### config.mk
export PLATFORM = sky130hd
export DESIGN_NAME = cube_move_sequencer_flat
export DESIGN_NICKNAME = d
export VERILOG_FILES = /design/src/rtl/cube_move_sequencer_pkg.sv /design/src/rtl/cube_move_sequencer_if.sv /design/src/rtl/cube_move_sequencer_button_debounce.sv /design/src/rtl/cube_move_sequencer.sv /design/src/flat_wrapper.sv
export SDC_FILE = /design/constraint.sdc
export NUM_CORES = 1
export LEC_CHECK = 0
export ABC_AREA = 1
export BUFFER_PORTS_ARGS = -buffer_cell sky130_fd_sc_hd__buf_2
export CAP_MARGIN = 20
export CELL_PAD_IN_SITES_DETAIL_PLACEMENT = 0
export CELL_PAD_IN_SITES_GLOBAL_PLACEMENT = 1
export CORE_MARGIN = 5
export CORE_UTILIZATION = 35
export CTS_CLUSTER_SIZE = 25
export DETAILED_ROUTE_END_ITERATION = 8
export PLACE_DENSITY_LB_ADDON = 0.1
export REMOVE_ABC_BUFFERS = 1
export SLEW_MARGIN = 15
export SYNTH_ARGS = -nofsm -noshare
export SYNTH_HDL_FRONTEND = slang
export SYNTH_SLANG_ARGS = --single-unit
### constraint.sdc
create_clock -name clk -period 11.6 [get_ports clk]
set_clock_uncertainty 0.2 [all_clocks]
set_input_delay 2.32 -clock clk [delete_from_list [all_inputs] [get_ports clk]]
set_output_delay 2.32 -clock clk [all_outputs]
set_load 0.01 [all_outputs]
### src/rtl/cube_move_sequencer_pkg.sv
// Shared types and constants for the cube move sequencer.
package cube_pkg;

    // Widest face index supported (up to 16 faces).
    localparam int unsigned FACE_MAX_W = 4;

    // Fibonacci LFSR taps 16, 14, 13, 11 as a mask over bits [15:0].
    localparam logic [15:0] LFSR_TAPS = 16'hB400;

    typedef struct packed {
        logic [FACE_MAX_W-1:0] face;
        logic                  ccw;
    } move_t;

    typedef enum logic [1:0] {
        ST_IDLE,
        ST_ISSUE,
        ST_PULSE,
        ST_GAP
    } state_e;

    typedef enum logic [1:0] {
        MODE_SHUF,
        MODE_UNDO,
        MODE_EXT
    } mode_e;

    // Same face turned the other way undoes a move.
    function automatic move_t inverse(input move_t m);
        move_t r;
        r.face = m.face;
        r.ccw  = ~m.ccw;
        return r;
    endfunction

endpackage

### src/rtl/cube_move_sequencer_if.sv
// External move request handshake.
interface cube_move_sequencer_if #(
    parameter int unsigned N_FACES = 6
);
    localparam int unsigned FACE_W = ($clog2(N_FACES) > 1) ? $clog2(N_FACES) : 1;

    logic              mv_valid;
    logic [FACE_W-1:0] mv_face;
    logic              mv_ccw;
    logic              mv_ready;

    modport master (output mv_valid, output mv_face, output mv_ccw, input mv_ready);
    modport slave  (input mv_valid, input mv_face, input mv_ccw, output mv_ready);
endinterface

### src/rtl/cube_move_sequencer_button_debounce.sv
// Synchronises a raw button and emits a 1-cycle event on its debounced rising edge.
module button_debounce #(
    parameter int unsigned DEBOUNCE_CYCLES = 1_000_000
) (
    input  logic clk,
    input  logic reset,
    input  logic btn_in,
    output logic btn_event
);
    localparam int unsigned CNT_W = $clog2(DEBOUNCE_CYCLES + 1);

    logic             sync1_q;
    logic             sync2_q;
    logic             level_q;
    logic             event_q;
    logic [CNT_W-1:0] cnt_q;

    // Two-flop synchroniser for the asynchronous button.
    always_ff @(posedge clk or posedge reset) begin
        if (reset) begin
            sync1_q <= 1'b0;
            sync2_q <= 1'b0;
        end else begin
            sync1_q <= btn_in;
            sync2_q <= sync1_q;
        end
    end

    // Accept a level change only after it has held long enough.
    always_ff @(posedge clk or posedge reset) begin
        if (reset) begin
            level_q <= 1'b0;
            event_q <= 1'b0;
            cnt_q   <= '0;
        end else if (sync2_q == level_q) begin
            cnt_q   <= '0;
            event_q <= 1'b0;
        end else if (cnt_q == CNT_W'(DEBOUNCE_CYCLES - 1)) begin
            level_q <= sync2_q;
            cnt_q   <= '0;
            event_q <= sync2_q;
        end else begin
            cnt_q   <= cnt_q + CNT_W'(1);
            event_q <= 1'b0;
        end
    end

    assign btn_event = event_q;

endmodule

### src/rtl/cube_move_sequencer.sv
// Cube move sequencer: shuffle, undo and external moves recorded on a LIFO stack,
// each move driven as a fixed-width one-hot rotation pulse.
module cube_move_sequencer
    import cube_pkg::*;
#(
    parameter int unsigned N_FACES         = 6,
    parameter int unsigned DEPTH           = 32,
    parameter int unsigned PULSE_CYCLES    = 50_000_000,
    parameter int unsigned GAP_CYCLES      = 10_000_000,
    parameter int unsigned DEBOUNCE_CYCLES = 1_000_000,
    parameter int unsigned SHUFFLE_LEN     = 20,
    parameter logic [15:0] LFSR_SEED       = 16'hACE1
) (
    input  logic                     clk,
    input  logic                     reset,
    input  logic                     button1,
    input  logic                     button2,
    cube_move_sequencer_if.slave     mv,
    output logic [N_FACES-1:0]       cw,
    output logic [N_FACES-1:0]       ccw,
    output logic                     shuffle,
    output logic                     retain,
    output logic                     random,
    output logic                     busy,
    output logic [$clog2(DEPTH):0]   stack_count
);
    localparam int unsigned PTR_W   = $clog2(DEPTH);
    localparam int unsigned CNT_MAX = (PULSE_CYCLES > GAP_CYCLES) ? PULSE_CYCLES : GAP_CYCLES;
    localparam int unsigned CNT_W   = $clog2(CNT_MAX + 1);
    localparam int unsigned REM_W   = $clog2(SHUFFLE_LEN + 1);

    logic ev1;
    logic ev2;

    state_e             state_q, state_d;
    mode_e              mode_q, mode_d;
    logic [CNT_W-1:0]   cnt_q, cnt_d;
    logic [REM_W-1:0]   rem_q, rem_d;
    move_t              ext_q, ext_d;
    logic [PTR_W:0]     sp_q, sp_d;
    logic [N_FACES-1:0] cw_q, cw_d;
    logic [N_FACES-1:0] ccw_q, ccw_d;
    logic               busy_q, busy_d;
    logic               shuffle_q, shuffle_d;
    logic               retain_q, retain_d;
    logic [15:0]        lfsr_q;

    move_t              stack_q [DEPTH];
    move_t              top_mv;
    move_t              shuf_mv;
    move_t              issue_mv;
    logic               push;
    logic               empty;
    logic               full;
    logic               mv_ready_c;

    button_debounce #(.DEBOUNCE_CYCLES(DEBOUNCE_CYCLES)) u_db1 (
        .clk      (clk),
        .reset    (reset),
        .btn_in   (button1),
        .btn_event(ev1)
    );

    button_debounce #(.DEBOUNCE_CYCLES(DEBOUNCE_CYCLES)) u_db2 (
        .clk      (clk),
        .reset    (reset),
        .btn_in   (button2),
        .btn_event(ev2)
    );

    assign empty      = (sp_q == '0);
    assign full       = (sp_q == (PTR_W + 1)'(DEPTH));
    assign top_mv     = stack_q[PTR_W'(sp_q - (PTR_W + 1)'(1))];
    assign mv_ready_c = (state_q == ST_IDLE) && !full && !ev1 && !ev2;
    assign mv.mv_ready = mv_ready_c;

    // Free-running LFSR, shifted left with the tap parity entering bit 0.
    always_ff @(posedge clk or posedge reset) begin
        if (reset) lfsr_q <= LFSR_SEED;
        else       lfsr_q <= {lfsr_q[14:0], ^(lfsr_q & LFSR_TAPS)};
    end

    // Random shuffle candidate, never allowed to cancel the previous move.
    always_comb begin
        shuf_mv.face = FACE_MAX_W'(lfsr_q[7:0] % 8'(N_FACES));
        shuf_mv.ccw  = lfsr_q[8];
        if (!empty && (shuf_mv == inverse(top_mv))) shuf_mv.ccw = ~shuf_mv.ccw;
    end

    // Next-state, stack pointer and pulse output logic.
    always_comb begin
        state_d  = state_q;
        mode_d   = mode_q;
        cnt_d    = cnt_q;
        rem_d    = rem_q;
        ext_d    = ext_q;
        sp_d     = sp_q;
        cw_d     = cw_q;
        ccw_d    = ccw_q;
        push     = 1'b0;
        issue_mv = ext_q;

        unique case (state_q)
            ST_IDLE: begin
                cw_d  = '0;
                ccw_d = '0;
                if (ev2 && !empty) begin
                    mode_d  = MODE_UNDO;
                    state_d = ST_ISSUE;
                end else if (ev1 && !full) begin
                    mode_d  = MODE_SHUF;
                    rem_d   = REM_W'(SHUFFLE_LEN);
                    state_d = ST_ISSUE;
                end else if (mv.mv_valid && mv_ready_c) begin
                    mode_d     = MODE_EXT;
                    ext_d.face = FACE_MAX_W'(mv.mv_face);
                    ext_d.ccw  = mv.mv_ccw;
                    state_d    = ST_ISSUE;
                end
            end
            ST_ISSUE: begin
                case (mode_q)
                    MODE_SHUF: begin
                        issue_mv = shuf_mv;
                        push     = 1'b1;
                    end
                    MODE_UNDO: begin
                        issue_mv = inverse(top_mv);
                        sp_d     = sp_q - (PTR_W + 1)'(1);
                    end
                    default: begin
                        issue_mv = ext_q;
                        push     = 1'b1;
                    end
                endcase
                if (push) sp_d = sp_q + (PTR_W + 1)'(1);
                if (issue_mv.ccw) ccw_d = N_FACES'(1) << issue_mv.face;
                else              cw_d  = N_FACES'(1) << issue_mv.face;
                cnt_d   = '0;
                state_d = ST_PULSE;
            end
            ST_PULSE: begin
                if (cnt_q == CNT_W'(PULSE_CYCLES - 1)) begin
                    cw_d    = '0;
                    ccw_d   = '0;
                    cnt_d   = '0;
                    state_d = ST_GAP;
                end else begin
                    cnt_d = cnt_q + CNT_W'(1);
                end
            end
            ST_GAP: begin
                if (cnt_q == CNT_W'(GAP_CYCLES - 1)) begin
                    cnt_d = '0;
                    case (mode_q)
                        MODE_SHUF: begin
                            rem_d   = rem_q - REM_W'(1);
                            state_d = ((rem_d != '0) && !full) ? ST_ISSUE : ST_IDLE;
                        end
                        MODE_UNDO: state_d = empty ? ST_IDLE : ST_ISSUE;
                        default:   state_d = ST_IDLE;
                    endcase
                end else begin
                    cnt_d = cnt_q + CNT_W'(1);
                end
            end
        endcase

        busy_d    = (state_d != ST_IDLE);
        shuffle_d = busy_d && (mode_d == MODE_SHUF);
        retain_d  = (state_d == ST_IDLE) && (sp_d == '0);
    end

    // FSM, counters and registered status outputs.
    always_ff @(posedge clk or posedge reset) begin
        if (reset) begin
            state_q   <= ST_IDLE;
            mode_q    <= MODE_EXT;
            cnt_q     <= '0;
            rem_q     <= '0;
            ext_q     <= '0;
            sp_q      <= '0;
            cw_q      <= '0;
            ccw_q     <= '0;
            busy_q    <= 1'b0;
            shuffle_q <= 1'b0;
            retain_q  <= 1'b1;
        end else begin
            state_q   <= state_d;
            mode_q    <= mode_d;
            cnt_q     <= cnt_d;
            rem_q     <= rem_d;
            ext_q     <= ext_d;
            sp_q      <= sp_d;
            cw_q      <= cw_d;
            ccw_q     <= ccw_d;
            busy_q    <= busy_d;
            shuffle_q <= shuffle_d;
            retain_q  <= retain_d;
        end
    end

    // Move stack storage; contents are only meaningful below the pointer.
    always_ff @(posedge clk) begin
        if (push) stack_q[PTR_W'(sp_q)] <= issue_mv;
    end

    assign cw          = cw_q;
    assign ccw         = ccw_q;
    assign busy        = busy_q;
    assign shuffle     = shuffle_q;
    assign retain      = retain_q;
    assign random      = lfsr_q[0];
    assign stack_count = sp_q;

endmodule

### src/flat_wrapper.sv
// flat-port wrapper written by rule: the top's interface ports become plain ports
module cube_move_sequencer_flat import cube_pkg::*;
#(
    parameter int unsigned N_FACES         = 6,
    parameter int unsigned DEPTH           = 32,
    parameter int unsigned PULSE_CYCLES    = 50_000_000,
    parameter int unsigned GAP_CYCLES      = 10_000_000,
    parameter int unsigned DEBOUNCE_CYCLES = 1_000_000,
    parameter int unsigned SHUFFLE_LEN     = 20,
    parameter logic [15:0] LFSR_SEED       = 16'hACE1
)
  (clk, reset, button1, button2, cw, ccw, shuffle, retain, random, busy, stack_count, mv_mv_valid, mv_mv_face, mv_mv_ccw, mv_mv_ready);
  cube_move_sequencer_if #(.N_FACES(N_FACES)) mv_i ();
  input  logic clk;
  input  logic reset;
  input  logic button1;
  input  logic button2;
  output logic [N_FACES-1:0] cw;
  output logic [N_FACES-1:0] ccw;
  output logic shuffle;
  output logic retain;
  output logic random;
  output logic busy;
  output logic [$clog2(DEPTH):0] stack_count;
  input wire logic [$bits(mv_i.mv_valid)-1:0] mv_mv_valid;
  input wire logic [$bits(mv_i.mv_face)-1:0] mv_mv_face;
  input wire logic [$bits(mv_i.mv_ccw)-1:0] mv_mv_ccw;
  output wire logic [$bits(mv_i.mv_ready)-1:0] mv_mv_ready;
  assign mv_i.mv_valid = mv_mv_valid;
  assign mv_i.mv_face = mv_mv_face;
  assign mv_i.mv_ccw = mv_mv_ccw;
  assign mv_mv_ready = mv_i.mv_ready;
  cube_move_sequencer #(.N_FACES(N_FACES), .DEPTH(DEPTH), .PULSE_CYCLES(PULSE_CYCLES), .GAP_CYCLES(GAP_CYCLES), .DEBOUNCE_CYCLES(DEBOUNCE_CYCLES), .SHUFFLE_LEN(SHUFFLE_LEN), .LFSR_SEED(LFSR_SEED)) u_core (.clk(clk), .reset(reset), .button1(button1), .button2(button2), .mv(mv_i), .cw(cw), .ccw(ccw), .shuffle(shuffle), .retain(retain), .random(random), .busy(busy), .stack_count(stack_count));
endmodule
; ---- Word-level counts from Yosys, hierarchy flattened
; Memories as Yosys holds them, arrays and structs flattened.
; Index checks and enable logic that the tools add are counted.
[word_totals]
in_bits = 9
output_inout_bits = 23
register_bits = 124
word_cells = 135
ram_bits = 160
mem_count = 1
[memory_table]
columns = memory, depth, width, read_ports, rd_ports_with_merged_regs, wr, line_no
row1 = u_core.stack_q, 32, 5, 1, 0, 1, cube_move_sequencer.sv:48  ; move_t stack_q [DEPTH];
[op_classes]
shift = 1
bitwise_logic = 6
n_reduce_logical = 32
mux = 46
div_mod_pow = 1
add_sub_neg = 6
n_eq_ne = 19
[op_table]
columns = cell, n
row1 = $mux 20, 4
row2 = $pmux 26 s3, 1
row3 = $mux 26, 2
row4 = $add 20x1->20 const B, 2
row5 = $eq 20x20->1 const B, 2
row6 = $mux 6, 6
row7 = $pmux 6 s3, 2
row8 = $mux 5, 6
row9 = $add 26x1->26 const B, 1
row10 = $eq 26x24->1 const B, 1
row11 = $eq 26x26->1 const B, 1
row12 = $pmux 5 s2, 2
row13 = $mux 2, 9
row14 = $reduce_xor 16->1, 1
row15 = $logic_not 6->1, 2
row16 = $mux 1, 12
row17 = $logic_and 1x1->1, 10
row18 = $logic_not 2->1, 4
row19 = $mod 8x3->8 const B, 1
row20 = $ne 2x2->1 const B, 4
row21 = $pmux 2 s4, 1
row22 = $add 6x1->6 const B, 1
row23 = $eq 6x6->1 const B, 1
row24 = $ne 2x1->1 const B, 3
row25 = other kinds (17), 32

; ---- Depth between registers and ports, before layout
[depth]
depth_word = 12
depth_mapped = 27
mapped_depth_nobuf = 27

; ---- Hierarchy
; From an unflattened synthesis, not the netlist that was laid out.
[hier_totals]
cells_unflattened = 1360
area_unflattened_um2 = 13356.6
[by_module_without_submodules]
columns = module, cells_per_inst, instances, area_each_um2, seq_area_each_um2
row1 = cube_move_sequencer, 1032, 1, 10759.1, 6718.9
row2 = button_debounce, 164, 2, 1298.7, 600.6

; ---- Worst setup path after synthesis
; No wires, ideal clock.
[synth_timing]
path_kind = register -> register
start = register u_core.sp_q[0] (netlist: u_core.stack_count[0])
end = memory u_core.stack_q[0][2] in the netlist's numbering, data pin
period_less_slack_ns = 4.465
n_path_buf = 5
t_required_ns = 10.946
path_stages_with_launch = 18
arrival_ns = 3.811
setup_time_ns = 0.454
path_slack_ns = 7.135
cell_sequence = dfrtp_1 -> buf_6 -> inv_4 -> buf_6 -> buf_2 -> ha_1 -> buf_2 -> inv_2 -> buf_2 -> a21oi_1 -> a221o_1 -> nand3_1 -> nand3_1 -> nand2_1 -> o22ai_1 -> a21oi_1 -> inv_1 -> o21ai_0
[synth_rtl]
columns = element, line_no
row1 = "start, declared", cube_move_sequencer.sv:40  ; logic [PTR_W:0] sp_q, sp_d;
row2 = "start signal, assigned", cube_move_sequencer.sv:194  ; sp_q <= sp_d;
row3 = "end, declared", cube_move_sequencer.sv:48

; ---- Final worst setup path
[layout_timing]
start = register u_core.state_q[0]
end = output mv_mv_ready
[layout_via]
elab_chain_len = 4
[layout_rtl]
columns = element, line_no
row1 = "start, declared", cube_move_sequencer.sv:35  ; state_e state_q, state_d;
row2 = "start signal, assigned", cube_move_sequencer.sv:189  ; state_q <= state_d;
row3 = $logic_not 2->1, cube_move_sequencer.sv:74  ; assign mv_ready_c = (state_q == ST_IDLE) && !full && !ev1 && !ev2;
row4 = $logic_and 1x1->1 (3 in series), cube_move_sequencer.sv:74
row5 = "end, declared", flat_wrapper.sv:28  ; output wire logic [$bits(mv_i.mv_ready)-1:0] mv_mv_ready;
; Every way passes these cells.

==> results.md <==
- Fin crit period: about 5.5 ns
- Clock-pin slew on the worst setup and hold paths: ~0.06 ns
- DP Area: between 0.01 and 0.015 mm2
- Power Density: around 150 mW/mm2
- DR vias/cell: 4.999
- Power share of the clock group: slightly above 50%
- Clk Latency, worst-skew pair: about 0.5 ns
- CTS Hold Buffers Added: 0
- Area contributors post-synth: edfxtp_1 37%, dfrtp_1 22%, nand2_1 8.1%, nand3_1 4.1%, nor2_1 4.0%
- DIE HEIGHT: just over 200 um
- TritonRoute pass-1 iters: 4
- Hold Path Class: flop to flop
- Setup TNS: 0 ns
- CTS H-tree lvls: 2
- Fin. Hold Viols: 0
- Ys Warns: 0
- Max Slew Vio Count: 0
- GPL Wtd Cong: 0.8065
- Setup crit end: mv_mv_ready
- Cell variety after synth: between 40 and 50
- Register area share after synthesis: 61.62%
- Core Area: around 0.036 mm2
- Gate Count Post-Synth: between 1000 and 1500
- Power Internal: 1.751 mW
- CP top delay family: simple AND/OR/NAND/NOR gates
- Boundary pin count: 32
- Fillers: around 3600
- Initial antenna violation count: 0
- Num rows: 70
- Die Span X: ~200 um
- Synthesized area per cell: 9.918 um2
- Part of the cycle the worst path needs: a little under half
- Switch share: between 10% and 20%
- Switching power total: between 400 and 500 uW
- Starting Density: approximately a third
- Final instance area: approximately 0.015 mm2
- Lkg Pwr: roughly 5.4 nW
- Hold WS: about 0.15 ns
- CP bufs+invs: 2
- CTS Sinks: between 200 and 300
- Cell taking the most area after synthesis: edfxtp_1
- Final setup fails: 0
- Critical Path Sink Type: output port
- Number of global-route vias before repair: 9313
- Max-Cap Viols: 0
- CTS root buf: clkbuf_16
- Largest net degree at the start of global routing: 85
- Port Buffer Count: 31
- Clock tree buffer depth: 3
- Cell Chain, Critical Path: nor2_1 > clkinv_1 > nor4_1 > buf_2
- DR vias: between 9000 and 10000
- Outcome: finished, final reports clean
- Most frequent cells in the layout: 279 x nand2_1, 160 x edfxtp_1, 135 x nor2_1
- Worst reg-to-reg setup slack: approximately 6.8 ns
- Crit path depth: 4
- Power Total: approximately 2.2 mW
- Initial DRC Count: ~470
- R2R Path Start: u_core.stack_count[0]$_DFF_PP0_
- Data required time of the critical path: 9.08 ns
- Number of diodes: 0
- Final wirelength: between 30 and 40 mm
- CP max-delay cell: clkinv_1
- FMAX: roughly 0.18 GHz
- Slew @ Worst Pin: between 1 and 1.5 ns
- Drt wl/cell: roughly 17 um
- Min setup slack post-route: 6.105 ns
- Crit start category: flop
- Worst EP arrival: around 3 ns
- Combinational Power Share: less than 1%
- Slew headroom: a little under a third
- Gr ovfl total: 0
- Area Growth Syn to Fin: 13.68%
- Final #Nets: around 1400
- Seq pwr share: 48.9%
- R2R Path End: u_core.stack_q[9][0]$_DFFE_PP_
- Commonest non-fill, non-tap cell in the layout: nand2_1
- Yosys top cell area share: 37.38%
- Post-route ant nets: 0
- Layout cells sized above 1: 9.071%
- Unrepaired setup endpoints after global routing: no
- Worst Reg-to-Reg Cells: 20
- CP peak stage delay: 0.77 ns
- DP HPWL: approximately 21 mm
- Worst Setup SP: u_core.state_q[0]$_DFF_PP0_
- Number of remaining DRC errors: 0
- CTS tree: done
- Post_cts resized: 0
- Max IR drop VDD: 0.09414 mV
- Flops & latches, synth: between 200 and 300
- Worst-path fanout max: 26
- Global Route Usage Sum: 15.65%
- Die footprint: 0.04066 mm2
- CTS buffer count: 34
- Pre-CTS WS: roughly 6.4 ns
- Post-Syn Area: 0.01285 mm2
- First-pass GRT wire length: about 51 mm
- Setup Fix Bufs, Post-CTS: 0
- Setup Crit Path Kind: flop to output port
[worst min path at each step]
stage               depth (start not counted)                           start                        endpoint
floorplan                                   0  u_core.u_db1.sync1_q$_DFF_PP0_  u_core.u_db1.sync2_q$_DFF_PP0_
global placement                            0  u_core.u_db2.sync1_q$_DFF_PP0_  u_core.u_db2.sync2_q$_DFF_PP0_
detailed placement                          0      u_core.lfsr_q[9]$_DFF_PP0_     u_core.lfsr_q[10]$_DFF_PP1_
CTS                                         0     u_core.lfsr_q[14]$_DFF_PP0_     u_core.lfsr_q[15]$_DFF_PP1_
global route                                0     u_core.lfsr_q[14]$_DFF_PP0_     u_core.lfsr_q[15]$_DFF_PP1_
finish                                      0     u_core.lfsr_q[14]$_DFF_PP0_     u_core.lfsr_q[15]$_DFF_PP1_
[cells in the mapped netlist, drive strengths merged]
master / instances
edfxtp: 160
dfstp: 10
and3: 1
o311ai: 4
clkbuf: 10
nand3b: 1
a31oi: 5
nand3: 109
nand2: 286
nor3b: 6
o21a: 5
buf: 29
nor4: 14
o221ai: 7
o311a: 1
a211oi: 1
xor2: 18
ha: 10
nor3: 23
o32ai: 4
xnor2: 11
o22ai: 18
a21oi: 69
nor2: 137
nand4: 17
o211ai: 8
a32o: 5
inv: 131
a221o: 1
a22oi: 15
o31ai: 3
clkinv: 2
o21ai: 61
dfrtp: 114
[logic make-up after synthesis]
| logic type | share of synthesized area, % |
|---|---|
| AOI/OAI and AO/OA | 9.656 |
| buffers and inverters | 5.724 |
| adders and majority gates | 0.9734 |
| and+or+nand+nor | 19.85 |
| DFF | 61.62 |
| xor gates and xnor gates | 2.180 |
[worst register-to-register path: cells and delay by family, from the launching register on]
family / cells / cell delay, ns
xor gates and xnor gates: 1 / 0.67
buffers and inverters: 4 / 1.34
DFF: 1 / 0.63
and+or+nand+nor: 14 / 1.53
AOI/OAI and AO/OA: 1 / 0.17
[state kept, by name, summed over array words and instances (netlist names), 6 cells and up]
signal	count
u_core.lfsr_q	16
u_core.stack_q	160
u_core.u_db2.cnt_q	20
u_core.cw	6
u_core.stack_count	6
u_core.cnt_q	26
u_core.u_db1.cnt_q	20
u_core.ccw	6
[area by class of cell]
class	instances	area [um2]	area share (%)
flip-flops and latches	284	7921	54.21
multi-input cells	840	4213	28.83
clock buffers	51	1040	7.116
well taps	468	585.6	4.008
inverters	133	509.2	3.485
repair buffers	39	222.7	1.524
clock inverters	9	120.1	0.8221
[power groups by stage]
stage | clock network, mW | logic, mW | registers, mW
floorplan | 0 | 0.0120 | 1.08
global placement | 0 | 0.0192 | 1.08
detailed placement | 0 | 0.0193 | 1.08
CTS | 1.13 | 0.0194 | 1.06
global route | 1.17 | 0.0221 | 1.06
finish | 1.09 | 0.0180 | 1.06
[layer usage]
layer	vias to the layer above	routed length, um	GRT usage [%]
li1	4522	-	-
met1	4417	14960	21.27
met2	129	15310	26.37
met3	51	876	2.208
met4	0	668	4.321
met5	-	0	0
[through the flow]
step	std cells	utilization (%)
4_1_cts	1823	40.06
3_3_place_gp	1763	36.88
5_1_grt	1824	40.10
2_1_floorplan	1257	-
6_report	1824	40.10
3_5_place_dp	1763	36.88
Note: power is estimated with default switching activity, not from simulation.
